==> src/rtl/firebird7_in_gate2_tessent_tdr_extest_edt_ctrl_if.sv <==
// IJTAG segment port bundle between the upstream SIB and the EDT control TDR.
// Enables are level-qualified: an operation happens on a rising ijtag_tck only
// when ijtag_sel=1 and the enable is high; there is no valid/ready back-pressure.
interface firebird7_in_gate2_tessent_tdr_extest_edt_ctrl_if;
   logic ijtag_sel;
   logic ijtag_si;
   logic ijtag_ce;
   logic ijtag_se;
   logic ijtag_ue;
   logic ijtag_so;

   modport master (
      output ijtag_sel, ijtag_si, ijtag_ce, ijtag_se, ijtag_ue,
      input  ijtag_so
   );

   modport slave (
      input  ijtag_sel, ijtag_si, ijtag_ce, ijtag_se, ijtag_ue,
      output ijtag_so
   );
endinterface

==> src/rtl/firebird7_in_gate2_tessent_tdr_extest_edt_ctrl.sv <==
// EXTEST/EDT control TDR: capture/shift/update chain, sticky status flags and a
// stretched edt_update pulse whenever the control nibble changes.
module firebird7_in_gate2_tessent_tdr_extest_edt_ctrl #(
   parameter logic [7:0]  UPD_RESET  = 8'h00,
   parameter int unsigned PULSE_BASE = 1
) (
   input  logic                                         ijtag_tck,
   input  logic                                         ijtag_reset,
   firebird7_in_gate2_tessent_tdr_extest_edt_ctrl_if.slave ijtag,
   input  logic [3:0]                                   status_in,
   output logic                                         extest_en,
   output logic                                         edt_bypass,
   output logic                                         edt_single_chain,
   output logic                                         scan_bi_en,
   output logic                                         edt_update,
   output logic [7:0]                                   o_dbg_sr
);

   logic [7:0] r_sr;
   logic [7:0] r_ur;
   logic [3:0] r_st;
   logic [3:0] r_pc;
   logic       r_pulse;

   logic       w_cap;
   logic       w_shf;
   logic       w_upd;
   logic       w_change;
   logic [3:0] w_clr;
   logic [4:0] w_len_m1;
   logic [3:0] w_pc_load;

   // Capture beats shift beats update; nothing happens while deselected.
   assign w_cap    = ijtag.ijtag_sel & ijtag.ijtag_ce;
   assign w_shf    = ijtag.ijtag_sel & ~ijtag.ijtag_ce & ijtag.ijtag_se;
   assign w_upd    = ijtag.ijtag_sel & ~ijtag.ijtag_ce & ~ijtag.ijtag_se & ijtag.ijtag_ue;
   assign w_change = w_upd & (r_sr[3:0] != r_ur[3:0]);
   assign w_clr    = {4{w_cap}};

   // Pulse length uses the incoming L, saturated so the pulse never exceeds 16.
   assign w_len_m1  = 5'(PULSE_BASE) + {1'b0, r_sr[7:4]} - 5'd1;
   assign w_pc_load = (w_len_m1 > 5'd15) ? 4'hF : w_len_m1[3:0];

   always_ff @(posedge ijtag_tck) begin
      if (ijtag_reset) begin
         r_sr    <= 8'h00;
         r_ur    <= UPD_RESET;
         r_st    <= 4'h0;
         r_pc    <= 4'h0;
         r_pulse <= 1'b0;
      end else begin
         if (w_cap) begin
            r_sr <= {r_st, r_ur[3:0]};
         end else if (w_shf) begin
            r_sr <= {ijtag.ijtag_si, r_sr[7:1]};
         end else if (w_upd) begin
            r_ur <= r_sr;
         end

         // Set wins: fresh status is OR-ed in after the capture clear.
         r_st <= (r_st & ~w_clr) | status_in;

         if (w_change) begin
            r_pc    <= w_pc_load;
            r_pulse <= 1'b1;
         end else begin
            r_pulse <= (r_pc != 4'h0);
            if (r_pc != 4'h0) begin
               r_pc <= r_pc - 4'h1;
            end
         end
      end
   end

   assign ijtag.ijtag_so   = r_sr[0];
   assign extest_en        = r_ur[0];
   assign edt_bypass       = r_ur[1];
   assign edt_single_chain = r_ur[2];
   assign scan_bi_en       = r_ur[3];
   assign edt_update       = r_pulse;
   assign o_dbg_sr         = r_sr;

endmodule
==> src/flat_wrapper.sv <==
// flat-port wrapper written by rule: the top's interface ports become plain ports
module firebird7_in_gate2_tessent_tdr_extest_edt_ctrl_flat 
#(
   parameter logic [7:0]  UPD_RESET  = 8'h00,
   parameter int unsigned PULSE_BASE = 1
)
  (ijtag_tck, ijtag_reset, status_in, extest_en, edt_bypass, edt_single_chain, scan_bi_en, edt_update, o_dbg_sr, ijtag_ijtag_sel, ijtag_ijtag_si, ijtag_ijtag_ce, ijtag_ijtag_se, ijtag_ijtag_ue, ijtag_ijtag_so);
  firebird7_in_gate2_tessent_tdr_extest_edt_ctrl_if ijtag_i ();
  input  logic ijtag_tck;
  input  logic ijtag_reset;
  input  logic [3:0] status_in;
  output logic extest_en;
  output logic edt_bypass;
  output logic edt_single_chain;
  output logic scan_bi_en;
  output logic edt_update;
  output logic [7:0] o_dbg_sr;
  input wire logic [$bits(ijtag_i.ijtag_sel)-1:0] ijtag_ijtag_sel;
  input wire logic [$bits(ijtag_i.ijtag_si)-1:0] ijtag_ijtag_si;
  input wire logic [$bits(ijtag_i.ijtag_ce)-1:0] ijtag_ijtag_ce;
  input wire logic [$bits(ijtag_i.ijtag_se)-1:0] ijtag_ijtag_se;
  input wire logic [$bits(ijtag_i.ijtag_ue)-1:0] ijtag_ijtag_ue;
  output wire logic [$bits(ijtag_i.ijtag_so)-1:0] ijtag_ijtag_so;
  assign ijtag_i.ijtag_sel = ijtag_ijtag_sel;
  assign ijtag_i.ijtag_si = ijtag_ijtag_si;
  assign ijtag_i.ijtag_ce = ijtag_ijtag_ce;
  assign ijtag_i.ijtag_se = ijtag_ijtag_se;
  assign ijtag_i.ijtag_ue = ijtag_ijtag_ue;
  assign ijtag_ijtag_so = ijtag_i.ijtag_so;
  firebird7_in_gate2_tessent_tdr_extest_edt_ctrl #(.UPD_RESET(UPD_RESET), .PULSE_BASE(PULSE_BASE)) u_core (.ijtag_tck(ijtag_tck), .ijtag_reset(ijtag_reset), .ijtag(ijtag_i), .status_in(status_in), .extest_en(extest_en), .edt_bypass(edt_bypass), .edt_single_chain(edt_single_chain), .scan_bi_en(scan_bi_en), .edt_update(edt_update), .o_dbg_sr(o_dbg_sr));
endmodule
==> config.mk <==
export PLATFORM = sky130hd
export DESIGN_NAME = firebird7_in_gate2_tessent_tdr_extest_edt_ctrl_flat
export DESIGN_NICKNAME = d
export VERILOG_FILES = /design/src/rtl/firebird7_in_gate2_tessent_tdr_extest_edt_ctrl_if.sv /design/src/rtl/firebird7_in_gate2_tessent_tdr_extest_edt_ctrl.sv /design/src/flat_wrapper.sv
export SDC_FILE = /design/constraint.sdc
export NUM_CORES = 1
export LEC_CHECK = 0
export CORE_UTILIZATION = 45
export CTS_BUF_LIST = sky130_fd_sc_hd__clkbuf_4 sky130_fd_sc_hd__clkbuf_8
export DETAILED_ROUTE_END_ITERATION = 12
export DONT_BUFFER_PORTS = 1
export GPL_TIMING_DRIVEN = 0
export SETUP_SLACK_MARGIN = 0.2
export SYNTH_ARGS = -nofsm -noshare
export SYNTH_HDL_FRONTEND = slang
export SYNTH_SLANG_ARGS = --single-unit
==> constraint.sdc <==
create_clock -name ijtag_tck -period 1.5 [get_ports ijtag_tck]
set_clock_uncertainty 0.2 [all_clocks]
set_input_delay 0.3 -clock ijtag_tck [delete_from_list [all_inputs] [get_ports ijtag_tck]]
set_output_delay 0.3 -clock ijtag_tck [all_outputs]
set_load 0.01 [all_outputs]
# After elaboration in Yosys (flattened, before gate mapping)
# Cells that the tools add are included.
# totals
out_inout_bits	14
elab_cells	33
input_bits	11
ff_bits	21
# op_classes
add_sub_neg	3
n_bitwise	13
order_cmp	1
mux	6
n_reduce_logical	4
eq_ne	1
# op_table
operator	n
8-bit 2-to-1 mux	2
4-bit 2-to-1 mux	3
1-bit AND	6
1-bit by 4-bit adder with 5-bit output (first input constant)	1
5-bit by 4-bit greater-than comparator with 1-bit output (second input constant)	1
5-bit by 1-bit subtractor with 5-bit output (second input constant)	1
4-bit AND	1
4-bit inequality test	1
1-bit NOT	4
4-bit NOT	1
4-bit bitwise OR	1
2-bit nonzero test	2
4-bit nonzero test	1
4-bit by 1-bit subtractor with 4-bit output (second input constant)	1
3-bit AND reduction	1
1-bit 2-to-1 mux	1

# Depth between registers and ports, before layout
# depth
depth_word	6
depth_mapped	6
mapped_depth_nobuf	6

# Least setup slack after synthesis
# No wires, ideal clock.
# synth_path
path_kind	register to register
startpoint	reg u_core.r_sr[1], in the netlist u_core.o_dbg_sr[1]
endpoint	reg u_core.r_pc[0]
stages_incl_launch_ff	5
path_buffers	0
setup_ps	128
path_slack_ps	-155
arrival_time_ps	1327
period_less_slack_ps	1655
required_ps	1172
cell_sequence	dfxtp_1 xor2_1 o41ai_4 mux2i_1 nor2_1
# synth_via
elab_chain_cells	3
word_cells_on_any_way	4
cone_classes	eq/ne (1); mux (1); bitwise (1); reduce/logical (1)
# synth_rtl
element	line	rtl
start: declaration	firebird7_in_gate2_tessent_tdr_extest_edt_ctrl.sv:19	logic [7:0] r_sr;
start signal: assignment	firebird7_in_gate2_tessent_tdr_extest_edt_ctrl.sv:53	r_sr <= {r_st, r_ur[3:0]};
start signal: assignment	firebird7_in_gate2_tessent_tdr_extest_edt_ctrl.sv:55	r_sr <= {ijtag.ijtag_si, r_sr[7:1]};
4-bit inequality test (*)	firebird7_in_gate2_tessent_tdr_extest_edt_ctrl.sv:37	assign w_change = w_upd & (r_sr[3:0] != r_ur[3:0]);
1-bit AND (*)	firebird7_in_gate2_tessent_tdr_extest_edt_ctrl.sv:37	
4-bit 2-to-1 mux or 2-bit nonzero test (tied branches)	n/a	
end signal: assignment	firebird7_in_gate2_tessent_tdr_extest_edt_ctrl.sv:64	r_pc <= w_pc_load;
end signal: assignment	firebird7_in_gate2_tessent_tdr_extest_edt_ctrl.sv:69	r_pc <= r_pc - 4'h1;
end: declaration	firebird7_in_gate2_tessent_tdr_extest_edt_ctrl.sv:22	logic [3:0] r_pc;
# Mark *: on every way between the ends. The rest lies on a longest branch, timed or not.
# A chain may end at the register's enable or synchronous reset.

# Worst setup path after layout
# layout_path
startpoint	reg u_core.r_ur[2]
endpoint	reg u_core.r_pulse, in the netlist u_core.edt_update
# layout_via
elab_chain_cells	3
# layout_rtl
element	line	rtl
start: declaration	firebird7_in_gate2_tessent_tdr_extest_edt_ctrl.sv:20	logic [7:0] r_ur;
start signal: assignment	firebird7_in_gate2_tessent_tdr_extest_edt_ctrl.sv:57	r_ur <= r_sr;
4-bit inequality test	firebird7_in_gate2_tessent_tdr_extest_edt_ctrl.sv:37	
1-bit AND	firebird7_in_gate2_tessent_tdr_extest_edt_ctrl.sv:37	
1-bit 2-to-1 mux	firebird7_in_gate2_tessent_tdr_extest_edt_ctrl.sv:63	if (w_change) begin
end signal: assignment	firebird7_in_gate2_tessent_tdr_extest_edt_ctrl.sv:67	r_pulse <= (r_pc != 4'h0);
end: declaration	firebird7_in_gate2_tessent_tdr_extest_edt_ctrl.sv:23	logic r_pulse;
# Every way passes these cells.

==> run metrics <==
outcome=finished with violations; violations in the final reports=negative setup slack; Clock Sinks=21; cell area power density=1210 nW/um2; total length of routed wires=2210 um; Leakage=0.511 nW; Overflow after GRT=0; Vias=821; simple-gate share of the synthesized area=17.8%; number of iterations in the first detailed-routing pass=3; worst setup path category=flip-flop to flip-flop; TritonCTS clock tree=done; Starting Density=48.4%; detail-routed net length per standard cell=14.5 um; number of antenna violations at the first check in global routing=0; top cells by area in the synthesized netlist=sky130_fd_sc_hd__dfxtp_1 43%, sky130_fd_sc_hd__nor2_1 10%, sky130_fd_sc_hd__mux2i_1 7.2%; mux share of post-synthesis cell area=7.23%; average footprint of a synthesized cell=8.74 um2; met1 GRT Util=23.4%; die footprint=2340 um2; cts bufs inserted=3; Detail Placement HPWL=1470 um; synth unique cells=25; Setup crit end kind=flip-flop; Sum Neg Setup Slack=-894 ps; layer with the highest usage after global routing=met2; critical-path maximum fanout=6; fin crit period=1700 ps; Final Wtd Congestion=0.773; worst reg2reg path depth=6; # IOs=25; Async SR Flop Fraction=0%; row count=16; 1st-iter DRT viols=18; syn_nets=124; grt met3 use=5.97%; library cell with the largest summed area after synthesis=sky130_fd_sc_hd__dfxtp_1; CTS H-tree depth=1; count of antenna-violating nets left after detailed routing=0; via count of the first global-routing pass=781; Mapped Area=970 um2; portion of the post-synthesis area used by sequential elements=43.4%; Slew HR=66.4%; post-synthesis adder-cell area fraction=2.58%; timing-limited maximum frequency=589 MHz; Hold Path Stages=2; post-placement cell count=138; share of cells above drive strength 1=25.4%; Area growth syn-to-layout=26.5%; worst-skew pair later-pin latency=310 ps; count of flip-flops with a built-in enable after synthesis=0; share of Yosys cell area claimed by the top area cell type=43.4%; worst hold-check slack=23.9 ps; wire length of the first global-routing pass=3480 um; delay-heaviest family, CP=flip-flops; period utilisation layout=113%; clock transition at the registers of the reported paths=120 ps; arrival time at the worst endpoint=1670 ps; number of buffers on the longest clock path=2; Most used DFF post-synth=sky130_fd_sc_hd__dfxtp_1; vertical extent of the die=48.4 um; delay of the slowest cell on the worst path=470 ps; max-slew violation count=0; final critical-path setup slack=-199 ps; count of placed standard cells in the final layout, fillers left out=153; CORE AREA=2000 um2; path category of the worst min-delay check=input port to flip-flop; Via density=5.37; combinational family with the most area after synthesis=compound AO/OA/AOI/OAI gates; total of endpoints with negative setup slack in the final report=5; Yosys Warn Count=0; hold violation total from the final report=0; total of flip-flops plus latches after synthesis=21; global-route usage over all layers=19.3%; cell with the most instances on the worst path=sky130_fd_sc_hd__buf_6; core utilization of the finished layout=61.3%; required time reported for the critical path endpoint=1470 ps; nature of the critical path startpoint=flip-flop; complex-gate fraction of the synthesized area=20.0%; DIE WIDTH=48.4 um; n_diodes=0; gate count after technology mapping=111; # Max-Cap Violations=0; Clock Tree Root=sky130_fd_sc_hd__clkbuf_4; most used standard cells in the synthesized netlist=27 x sky130_fd_sc_hd__nor2_1, 21 x sky130_fd_sc_hd__dfxtp_1, 9 x sky130_fd_sc_hd__a211oi_1; most repeated cell in the gate-level netlist after synthesis=sky130_fd_sc_hd__nor2_1; largest voltage drop on the vdd net=0.756 mV; critical path, cell by cell=xor2_1, o41ai_4, buf_6, buf_4, buf_6, a21oi_1; CP bufs+invs=3; Worst path depth=6; critical path's slowest cell=sky130_fd_sc_hd__dfxtp_1; largest net degree at the start of global routing=13; number of nets in the final layout=140; Worst Max-Slew Pin Slew=504 ps; xor and xnor area share after synthesis=4.52%; global-route met2 utilization=33.6%; final routed DRC violation total=0; Fill cells=187; total of buffers placed on input and output ports=0; unrepaired setup endpoints after global routing=yes
==> final timing paths <==
check	from	endpoint	slack (ps)
hold / removal	ijtag_ijtag_si	u_core.o_dbg_sr[7]	20
hold reg to reg	u_core.r_st[1]	u_core.r_st[1]	300
setup / recovery	u_core.r_ur[2]	u_core.edt_update	-200
setup reg to reg	u_core.r_ur[2]	u_core.edt_update	-200
==> layout by cell type, fill, tap and decap left out <==
cell type	n
sky130_fd_sc_hd__nand2b_1	2
sky130_fd_sc_hd__clkbuf_2	2
sky130_fd_sc_hd__nor2_1	26
sky130_fd_sc_hd__buf_6	4
sky130_fd_sc_hd__o21ai_0	4
sky130_fd_sc_hd__xor2_2	1
sky130_fd_sc_hd__mux2i_1	7
sky130_fd_sc_hd__clkinv_2	1
sky130_fd_sc_hd__dfxtp_4	4
sky130_fd_sc_hd__nand3b_1	1
sky130_fd_sc_hd__dfxtp_1	11
sky130_fd_sc_hd__xor2_1	3
sky130_fd_sc_hd__a211oi_2	1
sky130_fd_sc_hd__a21oi_1	6
sky130_fd_sc_hd__o22ai_1	1
sky130_fd_sc_hd__or3_1	1
sky130_fd_sc_hd__o21a_2	1
sky130_fd_sc_hd__dfxtp_2	6
sky130_fd_sc_hd__a211oi_1	8
sky130_fd_sc_hd__nor3b_4	1
sky130_fd_sc_hd__o41ai_4	1
sky130_fd_sc_hd__clkbuf_4	3
sky130_fd_sc_hd__nor3_1	1
sky130_fd_sc_hd__dlygate4sd3_1	5
sky130_fd_sc_hd__nor2_2	1
sky130_fd_sc_hd__nor4bb_4	1
sky130_fd_sc_hd__o2bb2ai_1	3
sky130_fd_sc_hd__xnor2_1	1
sky130_fd_sc_hd__clkbuf_1	2
sky130_fd_sc_hd__ha_1	2
sky130_fd_sc_hd__nand2_1	6
sky130_fd_sc_hd__a311oi_1	1
sky130_fd_sc_hd__buf_12	1
sky130_fd_sc_hd__buf_4	4
sky130_fd_sc_hd__inv_1	3
==> layer usage <==
layer / vias to the layer above / part of all wire, %
li1: 413 / -
met1: 376 / 44
met2: 27 / 49
met3: 5 / 5.1
met4: 0 / 1.4
met5: - / 0
==> sequential cells by signal (all words and copies together), names as in the netlist <==
name	cells
u_core.edt_update	1
u_core.r_st	4
u_core.o_dbg_sr	8
u_core.r_pc	4
u_core.r_ur	4
==> timing repair <==
item / CTS / global route
hold endpoints to repair: 5 / 0
pin swaps: 4 / 2
resized for setup: 13 / 11
buffers inserted: 2 / 4
setup endpoints to repair: 7 / 12
hold buffers: 5 / 0
==> report_power, final <==
group | internal, mW | switching (mW)
clock | 0.0995 | 0.172
sequential | 0.642 | 0.0957
combinational | 0.251 | 0.227
==> through the flow <==
step | worst slack (ps) | cell area, um2 | total power, mW
finish | -199 | 1230 | 1.49
global route | -303 | 1230 | 1.58
CTS | -188 | 1150 | 1.44
detailed placement | -356 | 1020 | 1.15
global placement | -262 | 1020 | 1.12
floorplan | -124 | 988 | 1.07
==> logic make-up after synthesis <==
kind of cell	after synthesis
adder cells (fa/ha/maj)	2
flip-flops	21
multiplexers	7
AND/OR/NAND/NOR	40
XOR/XNOR	5
buffers and inverters	10
AO/OA/AOI/OAI	26
==> final cells by class <==
class | count | area (um2) | area share [%]
sequential | 21 | 443 | 36.1
multi-input combinational | 80 | 548 | 44.7
inverter | 3 | 11.3 | 0.918
clock inverter | 1 | 5.00 | 0.408
clock buffer | 3 | 22.5 | 1.84
timing repair buffer | 11 | 106 | 8.67
buffer | 7 | 56.3 | 4.59
tap | 27 | 33.8 | 2.76
Note: power is estimated with default switching activity, not from simulation.
